**config.mk**
```make
export PLATFORM = sky130hd
export DESIGN_NAME = note_lane_renderer
export DESIGN_NICKNAME = d
export VERILOG_FILES = /design/src/rtl/note_lane_pkg.sv /design/src/rtl/note_lane_renderer_square_scanner.sv /design/src/rtl/note_lane_renderer.sv
export SDC_FILE = /design/constraint.sdc
export NUM_CORES = 1
export LEC_CHECK = 0
export BUFFER_PORTS_ARGS = -buffer_cell sky130_fd_sc_hd__buf_2
export CAP_MARGIN = 20
export CORE_MARGIN = 5
export CORE_UTILIZATION = 30
export DETAILED_ROUTE_END_ITERATION = 16
export PLACE_DENSITY_LB_ADDON = 0.05
export SETUP_SLACK_MARGIN = 0.4
export SLEW_MARGIN = 15
export SYNTH_ARGS = -nofsm -noshare
export SYNTH_HDL_FRONTEND = slang
export SYNTH_SLANG_ARGS = --single-unit
```
**constraint.sdc**
```tcl
create_clock -name clk -period 2.88 [get_ports clk]
set_clock_uncertainty 0.15 [all_clocks]
set_input_delay 0.144 -clock clk [delete_from_list [all_inputs] [get_ports clk]]
set_output_delay 0.144 -clock clk [all_outputs]
set_load 0.05 [all_outputs]
```
**src/rtl/note_lane_pkg.sv**
```systemverilog
// rtl/note_lane_pkg.sv - shared constants, state encoding and slot search for the note lane renderer
package note_lane_pkg;

    localparam int SCREEN_W = 160;
    localparam int SCREEN_H = 120;

    localparam logic [2:0] COL_RED    = 3'b100;
    localparam logic [2:0] COL_YELLOW = 3'b110;
    localparam logic [2:0] COL_BG     = 3'b000;

    typedef enum logic [1:0] {
        ST_IDLE = 2'd0,
        ST_DRAW = 2'd1,
        ST_DONE = 2'd2
    } state_e;

    // Lowest set bit of v at or above lo; bit 5 of the result flags that one was found.
    function automatic logic [5:0] find_from(input logic [31:0] v, input int lo);
        logic [5:0] r;
        r = '0;
        for (int i = 31; i >= 0; i--) begin
            if (i >= lo && v[5'(i)]) begin
                r = {1'b1, 5'(i)};
            end
        end
        return r;
    endfunction

endpackage

```
**src/rtl/note_lane_renderer_square_scanner.sv**
```systemverilog
// rtl/note_lane_renderer_square_scanner.sv - dx/dy raster counter over one SQ_SIZE square
module square_scanner #(
    parameter int SQ_SIZE = 4
) (
    input  logic       clk,
    input  logic       resetn,
    input  logic       clear,
    input  logic       advance,
    output logic [2:0] dx,
    output logic [2:0] dy,
    output logic       last_pixel
);

    localparam logic [2:0] LAST = 3'(SQ_SIZE - 1);

    logic [2:0] r_dx;
    logic [2:0] r_dy;
    logic       w_dx_last;
    logic       w_dy_last;

    assign w_dx_last  = (r_dx == LAST);
    assign w_dy_last  = (r_dy == LAST);
    assign last_pixel = w_dx_last && w_dy_last;
    assign dx         = r_dx;
    assign dy         = r_dy;

    always_ff @(posedge clk or negedge resetn) begin
        if (!resetn) begin
            r_dx <= '0;
            r_dy <= '0;
        end else if (clear) begin
            r_dx <= '0;
            r_dy <= '0;
        end else if (advance) begin
            if (w_dx_last) begin
                r_dx <= '0;
                r_dy <= w_dy_last ? 3'd0 : r_dy + 3'd1;
            end else begin
                r_dx <= r_dx + 3'd1;
            end
        end
    end

endmodule

```
**src/rtl/note_lane_renderer.sv**
```systemverilog
// rtl/note_lane_renderer.sv - draws one Taiko lane of note squares into the VGA frame buffer
// NOTE_LANE_ERASE_EN: when defined, empty slots are painted background instead of skipped.
module note_lane_renderer
    import note_lane_pkg::*;
#(
    parameter int NUM_SLOTS  = 10,
    parameter int SQ_SIZE    = 4,
    parameter int SLOT_PITCH = 8,
    parameter int X0         = 0,
    parameter int Y0         = 56
) (
    input  logic                 clk,
    input  logic                 resetn,
    input  logic                 start,
    input  logic [NUM_SLOTS-1:0] red_seq,
    input  logic [NUM_SLOTS-1:0] yellow_seq,
    output logic [7:0]           x,
    output logic [6:0]           y,
    output logic [2:0]           colour,
    output logic                 plot,
    output logic                 busy,
    output logic                 done
);

`ifdef NOTE_LANE_ERASE_EN
    localparam bit ERASE_EN = 1'b1;
`else
    localparam bit ERASE_EN = 1'b0;
`endif

    localparam logic [31:0] SLOT_MASK = 32'((64'd1 << NUM_SLOTS) - 64'd1);

    if (NUM_SLOTS < 1 || NUM_SLOTS > 32 || SQ_SIZE < 1 || SQ_SIZE > 8 || SLOT_PITCH < SQ_SIZE
        || X0 + (NUM_SLOTS - 1) * SLOT_PITCH + SQ_SIZE > SCREEN_W || Y0 + SQ_SIZE > SCREEN_H) begin : g_bad_geometry
        $error("note_lane_renderer: lane geometry does not fit the 160x120 frame");
    end

    state_e      r_state;
    logic [31:0] r_red;
    logic [31:0] r_yel;
    logic [4:0]  r_slot;
    logic [7:0]  r_x;
    logic [6:0]  r_y;
    logic [2:0]  r_colour;
    logic        r_plot;
    logic        r_busy;
    logic        r_done;

    logic        w_start;
    logic [2:0]  w_dx;
    logic [2:0]  w_dy;
    logic        w_last_pixel;
    logic [31:0] w_occ_in;
    logic [31:0] w_occ;
    logic [5:0]  w_first;
    logic [5:0]  w_next;
    logic [7:0]  w_x;
    logic [6:0]  w_y;
    logic [2:0]  w_colour;

    assign w_start = (r_state == ST_IDLE) && start;

    square_scanner #(.SQ_SIZE(SQ_SIZE)) u_scanner (
        .clk        (clk),
        .resetn     (resetn),
        .clear      (w_start),
        .advance    (r_state == ST_DRAW),
        .dx         (w_dx),
        .dy         (w_dy),
        .last_pixel (w_last_pixel)
    );

    // With erase on every slot counts as occupied, so the search never skips.
    assign w_occ_in = ERASE_EN ? SLOT_MASK : (32'(red_seq) | 32'(yellow_seq));
    assign w_occ    = ERASE_EN ? SLOT_MASK : (r_red | r_yel);
    assign w_first  = find_from(w_occ_in, 0);
    assign w_next   = find_from(w_occ, int'(r_slot) + 1);

    assign w_x      = 8'(X0 + SLOT_PITCH * int'(r_slot) + int'(w_dx));
    assign w_y      = 7'(Y0 + int'(w_dy));
    assign w_colour = r_red[r_slot] ? COL_RED : (r_yel[r_slot] ? COL_YELLOW : COL_BG);

    always_ff @(posedge clk or negedge resetn) begin
        if (!resetn) begin
            r_state  <= ST_IDLE;
            r_red    <= '0;
            r_yel    <= '0;
            r_slot   <= '0;
            r_x      <= '0;
            r_y      <= '0;
            r_colour <= '0;
            r_plot   <= 1'b0;
            r_busy   <= 1'b0;
            r_done   <= 1'b0;
        end else begin
            r_plot <= 1'b0;
            r_busy <= 1'b0;
            r_done <= 1'b0;
            case (r_state)
                ST_IDLE: begin
                    if (start) begin
                        r_red   <= 32'(red_seq);
                        r_yel   <= 32'(yellow_seq);
                        r_slot  <= w_first[4:0];
                        r_state <= w_first[5] ? ST_DRAW : ST_DONE;
                    end
                end
                ST_DRAW: begin
                    r_plot   <= 1'b1;
                    r_busy   <= 1'b1;
                    r_x      <= w_x;
                    r_y      <= w_y;
                    r_colour <= w_colour;
                    if (w_last_pixel) begin
                        if (w_next[5]) begin
                            r_slot <= w_next[4:0];
                        end else begin
                            r_state <= ST_DONE;
                        end
                    end
                end
                ST_DONE: begin
                    r_done  <= 1'b1;
                    r_state <= ST_IDLE;
                end
                default: r_state <= ST_IDLE;
            endcase
        end
    end

    assign x      = r_x;
    assign y      = r_y;
    assign colour = r_colour;
    assign plot   = r_plot;
    assign busy   = r_busy;
    assign done   = r_done;

endmodule

```
### Word level (Yosys, flattened, before mapping)

Cells that the tools add are included.

| cells by class | value |
|---|---|
| $add $sub $neg | 5 |
| $lt $le $gt $ge | 17 |
| reduce and logical (&&, ||, !) cells | 26 |
| bitwise operators | 2 |
| eq/ne operators | 8 |
| muxes and demuxes | 56 |

Operators by type and width:

| cell | count |
|---|---|
| $mux W6 | 32 |
| $ge A4 B6 Y1 const A | 8 |
| $mux W3 | 9 |
| $ge A3 B6 Y1 const A | 4 |
| $or A10 B10 Y10 | 2 |
| $mux W5 | 3 |
| $ge A1 B6 Y1 const A | 2 |
| $ge A2 B6 Y1 const A | 2 |
| $logic_and A1 B1 Y1 | 12 |
| $bmux W1 S5 | 2 |
| $pmux W5 S2 | 1 |
| $add A8 B3 Y8 | 1 |
| $mux W2 | 4 |
| $ne A2 B2 Y1 const B | 4 |
| $add A6 B3 Y7 const A | 1 |
| $add A3 B1 Y3 const B | 2 |
| $add A5 B1 Y6 const B | 1 |
| $eq A3 B2 Y1 const B | 2 |
| $logic_and A1 B1 Y1 const B | 6 |
| $lt A5 B6 Y1 const B | 1 |
| $reduce_bool A2 Y1 | 3 |
| $mux W1 | 4 |
| $pmux W2 S2 | 1 |
| $reduce_and A2 Y1 | 2 |
| other kinds (5) | 5 |

| storage, ports and cells | value |
|---|---|
| output and inout port bits | 21 |
| bits in registers | 53 |
| logic and storage cells | 125 |

### Longest topological paths before layout

Gate-level depths: netlist of run 1.

| logic depth | value |
|---|---|
| depth after elaboration | 22 |
| mapped depth | 9 |

### Cells and area by module

A second synthesis of run 1 with hierarchy kept.

| second synthesis, totals | value |
|---|---|
| cells, all modules | 272 |
| area, all modules | 2806.4 um^2 |

Modules (own cells, without submodules):

| module | instances | area each (um^2) | cells each |
|---|---|---|---|
| note_lane_renderer | 1 | 2514.9 | 246 |
| square_scanner | 1 | 291.5 | 26 |

### Worst setup path after synthesis of run 1

Ideal clock, no wire load.

| timing | value |
|---|---|
| kind | reg-to-reg |
| from | register r_slot[0] |
| to | register r_slot[1] |
| setup time | 125 ps |
| clock period less this slack | 2596 ps |
| cell stages (with the launch flop) | 10 |
| path slack | 284 ps |
| data arrival time | 2321 ps |
| cells stage by stage | dfrtp_1 buf_4 inv_1 ha_1 o21ai_0 nand2_1 nor4_1 o2111ai_1 o21bai_4 mux2_2 |

| on the way | value |
|---|---|
| cells in the longest elaborated chain, start to end | 22 |
| elaborated cells between the ends (all ways) | 54 |

Ends and longest elaborated chain:

| element | RTL line | source |
|---|---|---|
| from (decl) | note_lane_renderer.sv:41 | `logic [4:0] r_slot;` |
| from (signal assigned) | note_lane_renderer.sv:104 | `r_slot <= w_first[4:0];` |
| from (signal assigned) | note_lane_renderer.sv:116 | `r_slot <= w_next[4:0];` |
| $add A5 B1 Y6 * | note_lane_renderer.sv:77 | `assign w_next = find_from(w_occ, int'(r_slot) + 1);` |
| $ge A4 B6 Y1 | note_lane_pkg.sv:22 | `if (i >= lo && v[5'(i)]) begin` |
| $logic_and A1 B1 Y1 | note_lane_pkg.sv:22 |  |
| $mux W6 (15 in series) | note_lane_pkg.sv:22 |  |
| $mux W6 * | note_lane_pkg.sv:22 |  |
| $mux W5 | note_lane_renderer.sv:115 | `if (w_next[5]) begin` |
| $mux W5 | note_lane_renderer.sv:114 | `if (w_last_pixel) begin` |
| $pmux W5 S2 | note_lane_renderer.sv:99 | `case (r_state)` |

Every way passes the cells marked *; elsewhere a longest branch is shown, timed or not. The select of a mux whose other input is x is not followed.
A chain may end at the register's enable or synchronous reset.

### Worst setup path in the final report of run 1

| timing | value |
|---|---|
| from | register r_slot[1] |
| to | register r_slot[1] |

Same word-level chain as after synthesis.

==> results of run 1 <==
==> metal layers <==
metal / track usage [%] / part of all wire [%] / up-vias
met2: 21.6 / 43 / 62
met4: 4.16 / 1.9 / 0
li1: - / - / 1137
met3: 3.10 / 4.2 / 13
met5: 0 / 0 / -
met1: 21.9 / 51 / 1148
==> tightest hold or removal path, stage by stage <==
cell and delay (ns):
buf_2 0.10, o21bai_1 0.14, nand2_1 0.10, o31ai_1 0.06
==> area by class of cell <==
class / count / share of cell area, %
Sequential cell: 47 / 33.1
Tap cell: 111 / 3.90
Multi-Input combinational cell: 201 / 44.4
Clock inverter: 2 / 0.386
Inverter: 5 / 0.597
Clock buffer: 6 / 2.32
Timing Repair Buffer: 78 / 15.3
==> power groups by stage <==
stage	combinational [mW]	clock, mW	sequential [mW]
after floorplan	1.46	0	1.36
after global placement	2.17	0	1.24
after detailed placement	2.15	0	1.24
after CTS	2.24	0.471	1.22
after global routing	2.63	0.494	1.29
final	2.40	0.450	1.25
==> final timing paths <==
path                       startpoint         endpoint  slack (ns)  cells after the start
setup / recovery            r_slot[1]        r_slot[1]        0.50                      7
hold / removal                  start  u_scanner.dx[0]        0.13                      4
setup reg to reg            r_slot[1]        r_slot[1]        0.50                      7
hold reg to reg             colour[1]        colour[1]        0.32                      2
max in group asynchronous      resetn  u_scanner.dx[0]        1.62                      3
min in group asynchronous      resetn         r_yel[1]        0.33                      2
==> cell families after synthesis <==
group | Yosys count
AOI/OAI and AO/OA | 67
adders and majority gates | 6
buffers and inverters | 24
DFF | 47
muxes | 32
other | 1
and+or+nand+nor | 93
==> stage by stage <==
stage	hold WS, ns	utilization, %	worst slack, ns	instance area, um2
floorplan	-0.302	-	0.404	2810
global route	0.162	38.9	0.381	3560
CTS	0.106	37.6	0.407	3440
global placement	0.163	33.9	0.234	3100
finish	0.128	38.9	0.496	3560
detailed placement	0.174	33.9	0.224	3100
==> sequential cells by signal, indices dropped and copies added, names as in the netlist <==
register and count:
u_scanner.dy 3, done 1, r_slot 4, busy 1, u_scanner.dx 3, y 4
r_state 2, r_red 10, r_yel 10, x 7, colour 2
==> timing repair <==
item                       CTS  global route
buffers inserted             3             5
hold buffers                21             0
hold endpoints to repair    53             0
pin swaps                    1             8
resized for setup            5            18
setup endpoints to repair    3             6
==> cell usage after synthesis, types with 6 or more instances <==
cell | n | share of area [%]
dfrtp_1 | 47 | 42
nand2_1 | 35 | 4.7
mux2_2 | 22 | 8.9
nor2_1 | 18 | 2.4
o21ai_0 | 13 | 2.3
a21oi_1 | 10 | 1.8
nand2b_1 | 8 | 1.8
buf_4 | 7 | 1.9
ha_1 | 6 | 2.7
mux2i_1 | 6 | 2.2
==> metrics, run 1 <==
CP delay by family, top simple AND/OR/NAND/NOR gates; GRT Overall Usage between 10 and 15%; Final nets ~370; TritonRoute pass-1 iters 4; f_max 419 MHz; slowest CP cell or4_1; max-slew violation count 0; worst path arrival time about 2.5 ns; Pleak 1.52 nW; RD Place Congestion around 0.86; fin crit share between 80 and 90%; PwrDens between 1000 and 1500 mW/mm2; crit path max fanout 9; post-synthesis mux area share between 10 and 15%; distinct cell type count after synthesis 62; final wirelength between 7000 and 8000 um; ys async rst share between 90% and 100%; antenna violations before repair 0; worst hold path class primary input to register; max_slew headroom between 40% and 50%; clock power share 11.0%; IO Count 44; max cap viols 0; TNS Setup 0 ns; Iter 0 DRT Violations 95; Seq pwr share between 30% and 40%; initial core utilization between 30 and 40%; Die ar. 0.0113 mm2; GRT Residual Overflow 0; kind of critical path register to register; CTS tree built; die height 106 um; first-pass GRT wire length roughly 13000 um; drt drc 0; ys flop type dfrtp_1; Critical Path RT 2.98 ns; fraction of layout cells with a size suffix above 1 33.3%; largest family of logic cells by synthesized area compound AO/OA/AOI/OAI gates; Synth Register Bits 47; sequential cell area fraction in the yosys report about 42%; Max clock buf depth 2; Setup crit end kind register; Total Power 4.10 mW; simple logic cell fraction of the synthesized area 16.7%; CTS H-Tree Depth 2; commonest cells after routing, fill and taps aside dfrtp_1 (45), buf_2 (40), nand2_1 (35), mux2_2 (22), dlygate4sd3_1 (21); Fillers approximately 920; compound-gate portion of the synthesized area a little under a fifth; Ant. Diodes 0; Yosys Warn Count 0; crit-path max cell delay between 0.5 and 0.6 ns; final hold viol count 0; CP startpoint kind register; Cells after Synth 270; die width 106 um; Root Buffer clkbuf_8; Skew-Pair Late Insertion Delay approximately 0.31 ns; Core ar. slightly above 0.009 mm2; Worst-path clk slew 0.10 ns; drt wl/cell 17.8 um; Worst-Margin Slew about 0.86 ns; Synth Area in XOR/XNOR 0%; Adder-Cell Fraction of Synth Area approximately 2.7%; Register Area 0.00118 mm2; status finished, final reports clean; Cell Count, Final, Fillers Out 450; largest net degree at the start of global routing 36; RSZ-0062 raised after global routing no; CTS Buf Count 5; worst path buffer plus inverter count 1; Peak VDD IR roughly 350 uV; switch share a little under half; ANT nets after route 0; worst-path cell chain ha_4 > buf_4 > or2_0 > a21o_2 > or4_1 > o211ai_1 > mux2_2; multi-input logic area between 0.0015 and 0.002 mm2; Post-Synthesis Cell Area roughly 0.0028 mm2; Area growth, synth to finish 28.0%; Comb pwr share 58.5%; EDFF count, synth 0; Vias/cell 5.24; cell count after placement 413; most common cell after layout, fill and taps aside dfrtp_1; final-report setup violation count 0; I/O Buffers 40; post-layout minimum cycle time ~2.4 ns; vias in the first global route approximately 2400; via count between 2000 and 2500; Core Rows 35; placed wire-length estimate 5740 um; Syn Area/Cell between 10 and 15 um2; CTS sink count between 40 and 50; Sw Pwr ~1.9 mW; cell-internal power 2.19 mW
Power figures use the tool's default switching activity.
==> inputs of run 2 (changes only) <==
--- a/config.mk
+++ b/config.mk
@@ -5,6 +5,7 @@
 export SDC_FILE = /design/constraint.sdc
 export NUM_CORES = 1
 export LEC_CHECK = 0
+export ABC_AREA = 1
 export BUFFER_PORTS_ARGS = -buffer_cell sky130_fd_sc_hd__buf_2
 export CAP_MARGIN = 20
 export CORE_MARGIN = 5
==> constraint.sdc (replaced) <==
create_clock -name clk -period 1.9 [get_ports clk]
set_clock_uncertainty 0.15 [all_clocks]
set_input_delay 0.095 -clock clk [delete_from_list [all_inputs] [get_ports clk]]
set_output_delay 0.095 -clock clk [all_outputs]
set_load 0.05 [all_outputs]
==> metrics, run 2 <==
drt drc 0 (unchanged); R2R Path End r_slot[0] (was r_slot[1]); Peak VDD IR 516 uV (was 354 uV); Cells after Synth 341 (was 270); Sw Pwr 3.04 mW (was 1.91 mW); cell with the most instances after synthesis nand2_1 (was dfrtp_1); commonest cells after routing, fill and taps aside nand2_1 (94), dfrtp_1 (43), buf_2 (40), buf_4 (38), o21ai_0 (30) (was dfrtp_1 (45), buf_2 (40), nand2_1 (35), mux2_2 (22), dlygate4sd3_1 (21)); die width 103 um (was 106 um); Critical Path RT 1.94 ns (was 2.98 ns); Syn Area/Cell 7.57 um2 (was 10.3 um2); largest cells by area after synthesis dfrtp_1 (46%), nand2_1 (16%), o21ai_0 (7.2%), inv_1 (4.8%), nor2_1 (4.4%) (was dfrtp_1 (42%), mux2_2 (8.9%), nand2_1 (4.7%), mux4_1 (3.8%), ha_1 (2.7%)); max-slew violation count 0 (unchanged); Critical Path Most Common Cell nand2_4; crit-path max cell delay 0.46 ns (was 0.51 ns); drt wl/cell 13.8 um (was 17.8 um); Ant. Diodes 0 (unchanged); R2R depth 15 (was 7); Yosys top cell by area dfrtp_1 (unchanged); Reg-to-Reg Start r_slot[1] (unchanged); Worst-path clk slew 0.09 ns (was 0.10 ns); antenna violations before repair 0 (unchanged); Die ar. 0.0106 mm2 (was 0.0113 mm2); CTS tree built (unchanged); Synth Register Bits 47 (unchanged); placed wire-length estimate 5690 um (was 5740 um); worst-path cell chain ha_4 > inv_2 > nand2_2 > nand2_4 > nor2_4 > nand2_4 > inv_4 > o21ai_4 > nand2_2 > nor3_2 > nand3_2 > nand2_4 > inv_4 > nor2_4 > a21oi_2 (was ha_4 > buf_4 > or2_0 > a21o_2 > or4_1 > o211ai_1 > mux2_2); CTS Buf Count 5 (unchanged); CTS H-Tree Depth 2 (unchanged); final setup margin -0.194 ns (was 0.496 ns); Setup crit end kind register (unchanged); die height 103 um (was 106 um); Skew-Pair Late Insertion Delay 0.30 ns (was 0.31 ns); status complete, but fails checks (was finished, final reports clean); Yosys Warn Count 0 (unchanged); max cap viols 0 (unchanged); RD Place Congestion 0.897 (was 0.861); Yosys top cell area share 45.6% (was 42.2%); worst hold path class primary input to async pin (was primary input to register); ys async rst share 100% (unchanged); Area growth, synth to finish 42.5% (was 28.0%); Setup WS pre-CTS -0.280 ns (was 0.224 ns); final-report setup violation count 6 (was 0); post-layout minimum cycle time 2.09 ns (was 2.38 ns); crit path max fanout 7 (was 9); via count 2476 (was 2360); Comb pwr share 62.9% (was 58.5%); Final nets 469 (was 367); TritonRoute pass-1 iters 4 (unchanged); ys flop type dfrtp_1 (unchanged); RSZ-0062 raised after global routing yes (was no); initial core utilization 31.1% (was 30.4%); switch share 48.2% (was 46.6%); fraction of layout cells with a size suffix above 1 35.0% (was 33.3%); GRT Overall Usage 14.8% (about the same); ANT nets after route 0 (unchanged); CTS sink count 47 (unchanged); Core Rows 33 (was 35); vias in the first global route 2393 (was 2411); Vias/cell 4.54 (was 5.24); most common cell after layout, fill and taps aside nand2_1 (was dfrtp_1); final hold viol count 0 (unchanged); f_max 478 MHz (was 419 MHz); largest net degree at the start of global routing 25 (was 36); TNS Setup -0.846 ns (was 0 ns); slowest CP cell dfrtp_2 (was or4_1); distinct cell type count after synthesis 34 (was 62); kind of critical path register to register (unchanged); first-pass GRT wire length 12100 um (was 13200 um); sequential cell area fraction in the yosys report 45.6% (was 42.2%); EDFF count, synth 0 (unchanged); cell-internal power 3.27 mW (was 2.19 mW); Post-Synthesis Cell Area 0.00258 mm2 (was 0.00278 mm2); Core ar. 0.00830 mm2 (was 0.00915 mm2); worst path arrival time 2.13 ns (was 2.48 ns); failing checks negative setup slack; final wirelength 7530 um (was 7990 um); Total Power 6.31 mW (was 4.10 mW); crit path launch r_slot[1] (unchanged); Pleak 1.82 nW (was 1.52 nW); clock power share 9.7% (was 11.0%); I/O Buffers 40 (unchanged); Iter 0 DRT Violations 70 (was 95); IO Count 44 (unchanged); CP startpoint kind register (unchanged); Root Buffer clkbuf_8 (unchanged); Seq pwr share 27.4% (was 30.5%); reg-to-reg slack, setup -0.19 ns (was 0.50 ns); PwrDens 1720 mW/mm2 (was 1150 mW/mm2); synth cell count leaders nand2_1 (109), dfrtp_1 (47), o21ai_0 (37), inv_1 (33), nor2_1 (30) (was dfrtp_1 (47), nand2_1 (35), mux2_2 (22), nor2_1 (18), o21ai_0 (13)); Setup crit end r_slot[0] (was r_slot[1]); Max clock buf depth 2 (unchanged); GRT Residual Overflow 0 (unchanged); fin crit share 110% (was 82.8%)
[run 2: metal layers]
| metal | track usage (%) | up-vias | part of all wire (%) |
|---|---|---|---|
| li1 | - | 1276 | - |
| met1 | 21.4 | 1139 | 50 |
| met2 | 23.3 | 59 | 45 |
| met3 | 2.84 | 2 | 4.3 |
| met4 | 2.69 | 0 | 0.41 |
| met5 | 0 | - | 0 |
[run 2: logic make-up after synthesis]
family	after synthesis	synth area share [%]
simple gates	168	27.2
compound gates	65	15.1
buf+inv	54	9.07
flops	47	45.6
fa+ha+maj	6	2.91
other cells	1	0.145
[run 2: worst max-delay path, delay by kind of cell (launching register included)]
kind / cells / cell delay, ns
buffers and inverters: 3 / 0.17
AO/OA/AOI/OAI: 2 / 0.09
AND/OR/NAND/NOR: 9 / 0.91
adder cells (fa/ha/maj): 1 / 0.20
flip-flops: 1 / 0.46
[run 2: worst min-delay path by stage]
stage                       start         to  slack (ns)  cells after the start
floorplan                  resetn       busy       -0.35                      0
global placement           resetn   r_yel[4]       -0.06                      1
detailed placement         resetn   r_yel[4]       -0.07                      1
CTS                 yellow_seq[1]  r_slot[1]        0.10                      6
global route        yellow_seq[1]  r_slot[1]        0.15                      6
finish                     resetn   r_yel[4]        0.13                      2
[run 2: area by class of cell]
type / count / area (um2)
fill: 897 / 4620
clock buffer: 5 / 68.8
inverter: 37 / 144
tap: 105 / 131
clock inverter: 2 / 13.8
multi-input combinational: 242 / 1340
timing repair buffer: 107 / 801
sequential: 47 / 1180
[run 2: stage by stage]
stage	std cells	hold slack, ns	instance area, um2	utilization (%)
global placement	499	-0.0638	3080	37.1
CTS	532	0.105	3460	41.7
detailed placement	499	-0.0677	3080	37.1
floorplan	343	-0.351	2640	-
global route	545	0.153	3680	44.3
finish	545	0.126	3680	44.3
[run 2: power by group through the flow]
stage	registers, mW	logic (mW)	clock network (mW)
2_1_floorplan	2.01	1.99	0
3_3_place_gp	1.73	3.30	0
3_5_place_dp	1.74	3.28	0
4_1_cts	1.72	3.52	0.635
5_1_grt	1.79	4.40	0.684
6_report	1.73	3.97	0.611
[run 2: what timing repair did]
| item | 4_1_cts | 5_1_grt |
|---|---|---|
| hold buffers | 21 | 1 |
| hold endpoints to repair | 59 | 1 |
| gates resized for setup | 17 | 39 |
| setup endpoints to repair | 11 | 32 |
| setup buffers | 5 | 12 |
| pin swaps | 12 | 15 |
==> inputs of run 3 (changes only) <==
--- a/config.mk
+++ b/config.mk
@@ -13,7 +13,7 @@
 export DETAILED_ROUTE_END_ITERATION = 16
 export PLACE_DENSITY_LB_ADDON = 0.05
 export SETUP_SLACK_MARGIN = 0.4
-export SLEW_MARGIN = 15
 export SYNTH_ARGS = -nofsm -noshare
 export SYNTH_HDL_FRONTEND = slang
+export SYNTH_HIERARCHICAL = 1
 export SYNTH_SLANG_ARGS = --single-unit
==> metrics, run 3 <==
status complete, but fails checks (unchanged); failing checks negative setup slack (unchanged); Final nets 471 (was 469); ys flop type dfrtp_1 (unchanged); Yosys Warn Count 6 (was 0); RD Place Congestion 0.843 (was 0.897); Post-Synthesis Cell Area 0.00265 mm2 (was 0.00258 mm2); Iter 0 DRT Violations 114 (was 70); most common cell after layout, fill and taps aside nand2_1 (unchanged); Yosys top cell area share 44.4% (was 45.6%); Worst-path clk slew 0.09 ns (about the same); CTS tree built (unchanged); Area after DPL 0.00315 mm2 (was 0.00308 mm2); crit path launch r_slot[0] (was r_slot[1]); I/O Buffers 40 (unchanged); Core Rows 34 (was 33); die width 104 um (was 103 um); largest cells by area after synthesis dfrtp_1 (44%), nand2_1 (18%), o21ai_0 (5.3%), inv_1 (3.4%), nor2_1 (3.4%) (was dfrtp_1 (46%), nand2_1 (16%), o21ai_0 (7.2%), inv_1 (4.8%), nor2_1 (4.4%)); vias in the first global route 2573 (was 2393); final wirelength 7770 um (was 7530 um); Root Buffer clkbuf_8 (unchanged); placed wire-length estimate 5660 um (was 5690 um); Final Instance Area 0.00377 mm2 (was 0.00368 mm2); TritonRoute pass-1 iters 4 (unchanged); largest net degree at the start of global routing 24 (was 25); GRT Residual Overflow 0 (unchanged); PwrDens 1390 mW/mm2 (was 1720 mW/mm2); Vias/cell 4.55 (was 4.54); drt wl/cell 14.1 um (was 13.8 um); R2R Path End r_slot[0] (unchanged); R2R depth 15 (unchanged); cell with the most instances after synthesis nand2_1 (unchanged); distinct cell type count after synthesis 41 (was 34); Critical Path RT 1.95 ns (was 1.94 ns); antenna violations before repair 0 (unchanged); IO Count 44 (unchanged); Cell Count, Final, Fillers Out 551 (was 545); Skew-Pair Late Insertion Delay 0.30 ns (about the same); Setup WS pre-CTS -0.0537 ns (was -0.280 ns); Worst-Margin Slew 0.687 ns; ys async rst share 100% (unchanged); fraction of layout cells with a size suffix above 1 35.2% (was 35.0%); Synth Register Bits 47 (unchanged); Peak VDD IR 638 uV (was 516 uV); Setup crit end kind register (unchanged); GRT Overall Usage 14.4% (was 14.8%); Ant. Diodes 0 (unchanged); cell count after placement 511 (was 499); post-synthesis mux area share 0% (unchanged); TNS Setup -0.145 ns (was -0.846 ns); Total Power 5.24 mW (was 6.31 mW); CTS H-Tree Depth 2 (unchanged); Core ar. 0.00868 mm2 (was 0.00830 mm2); CP startpoint kind register (unchanged); Area growth, synth to finish 42.2% (was 42.5%); fin crit share 102% (was 110%); commonest cells after routing, fill and taps aside nand2_1 (116), dfrtp_1 (43), buf_2 (40), buf_4 (26), inv_1 (22) (was nand2_1 (94), dfrtp_1 (43), buf_2 (40), buf_4 (38), o21ai_0 (30)); drt drc 0 (unchanged); ANT nets after route 0 (unchanged); Synth Area in XOR/XNOR 0% (unchanged); Yosys top cell by area dfrtp_1 (unchanged); crit path max fanout 6 (was 7); Syn Area/Cell 7.57 um2 (about the same); max cap viols 0 (unchanged); worst path arrival time 1.99 ns (was 2.13 ns); post-layout minimum cycle time 1.94 ns (was 2.09 ns); Adder-Cell Fraction of Synth Area 2.83% (was 2.91%); CTS sink count 47 (unchanged); die height 104 um (was 103 um); Final Core Density 43.4% (was 44.3%); f_max 515 MHz (was 478 MHz); via count 2507 (was 2476); final hold viol count 0 (unchanged); largest family of logic cells by synthesized area simple AND/OR/NAND/NOR gates (unchanged); Pleak 1.87 nW (was 1.82 nW); final setup margin -0.0424 ns (was -0.194 ns); Setup crit end r_slot[0] (unchanged); sequential cell area fraction in the yosys report 44.4% (was 45.6%); EDFF count, synth 0 (unchanged); simple logic cell fraction of the synthesized area 32.0% (was 27.2%); synth cell count leaders nand2_1 (124), dfrtp_1 (47), o21ai_0 (28), inv_1 (24), nor2_1 (24) (was nand2_1 (109), dfrtp_1 (47), o21ai_0 (37), inv_1 (33), nor2_1 (30)); kind of critical path register to register (unchanged); Die ar. 0.0108 mm2 (was 0.0106 mm2); worst hold path class primary input to register (was primary input to async pin); first-pass GRT wire length 12900 um (was 12100 um); compound-gate portion of the synthesized area 12.4% (was 15.1%); Cells after Synth 350 (was 341); RSZ-0062 raised after global routing yes (unchanged); max-slew violation count 0 (unchanged); max_slew headroom between 50% and 60%; Max clock buf depth 2 (unchanged); final-report setup violation count 4 (was 6); Reg-to-Reg Start r_slot[0] (was r_slot[1]); CTS Buf Count 5 (unchanged); Min Hold Slack 0.0177 ns (was 0.126 ns); initial core utilization 30.5% (was 31.1%); reg-to-reg slack, setup -0.04 ns (was -0.19 ns)
-- run 3: cell count changes after synthesis, sizes merged, moves of 3 or more --
cell / change
inv: -4
or2: +3
nor2: -6
nand2: +25
o21ai: -12
-- run 3: cells by family after synthesis --
logic type,Yosys count
buffers and inverters,49
DFF,47
AOI/OAI and AO/OA,54
adders and majority gates,6
and+or+nand+nor,193
other,1
-- run 3: cell type report --
type,count,area (um2)
clock inverter,1,8.76
inverter,34,148
timing repair buffer,98,737
sequential,47,1180
tap,108,135
fill,914,4910
multi-input combinational,256,1470
clock buffer,7,86.3
-- run 3: worst min-delay path by stage --
stage,start,endpoint,slack (ns),depth (start not counted)
after floorplan,resetn,colour[1],-0.35,0
after global placement,resetn,r_slot[2],-0.02,1
after detailed placement,resetn,r_slot[3],-0.04,1
after CTS,start,u_scanner/dx[2],0.03,4
after global routing,start,r_yel[0],0.03,5
final,start,r_yel[0],0.02,5
-- run 3: repair_timing --
item / CTS / global route
resized for setup: 25 / 41
hold endpoints to repair: 41 / 0
setup endpoints to repair: 25 / 25
hold buffers: 21 / 0
pin swaps: 10 / 20
setup buffers: 3 / 8
-- run 3: power by group --
part	internal [mW]	total, mW	switching [mW]
clock network	0.299	0.651	0.352
logic	1.27	3.13	1.86
registers	1.24	1.47	0.221
-- run 3: per-layer routing --
metal	GRT usage [%]	share of wire [%]	up-vias
met4	3.33	0.80	0
met1	20.3	49	1179
li1	-	-	1287
met2	23.2	47	35
met3	2.30	2.7	6
met5	0	0	-
-- run 3: worst max-delay path: stages, from the launching register on --
cell and delay [ns]:
dfrtp_2 0.46, ha_4 0.19, nand2_4 0.07, nand2_4 0.07, nand3_4 0.10, inv_6 0.06, o21ai_4 0.07, nand2_4 0.08
inv_4 0.06, nand3_4 0.06, nor2_4 0.09, nand3_2 0.08, nand2_2 0.10, inv_4 0.06, nor2_4 0.08, a21oi_2 0.03
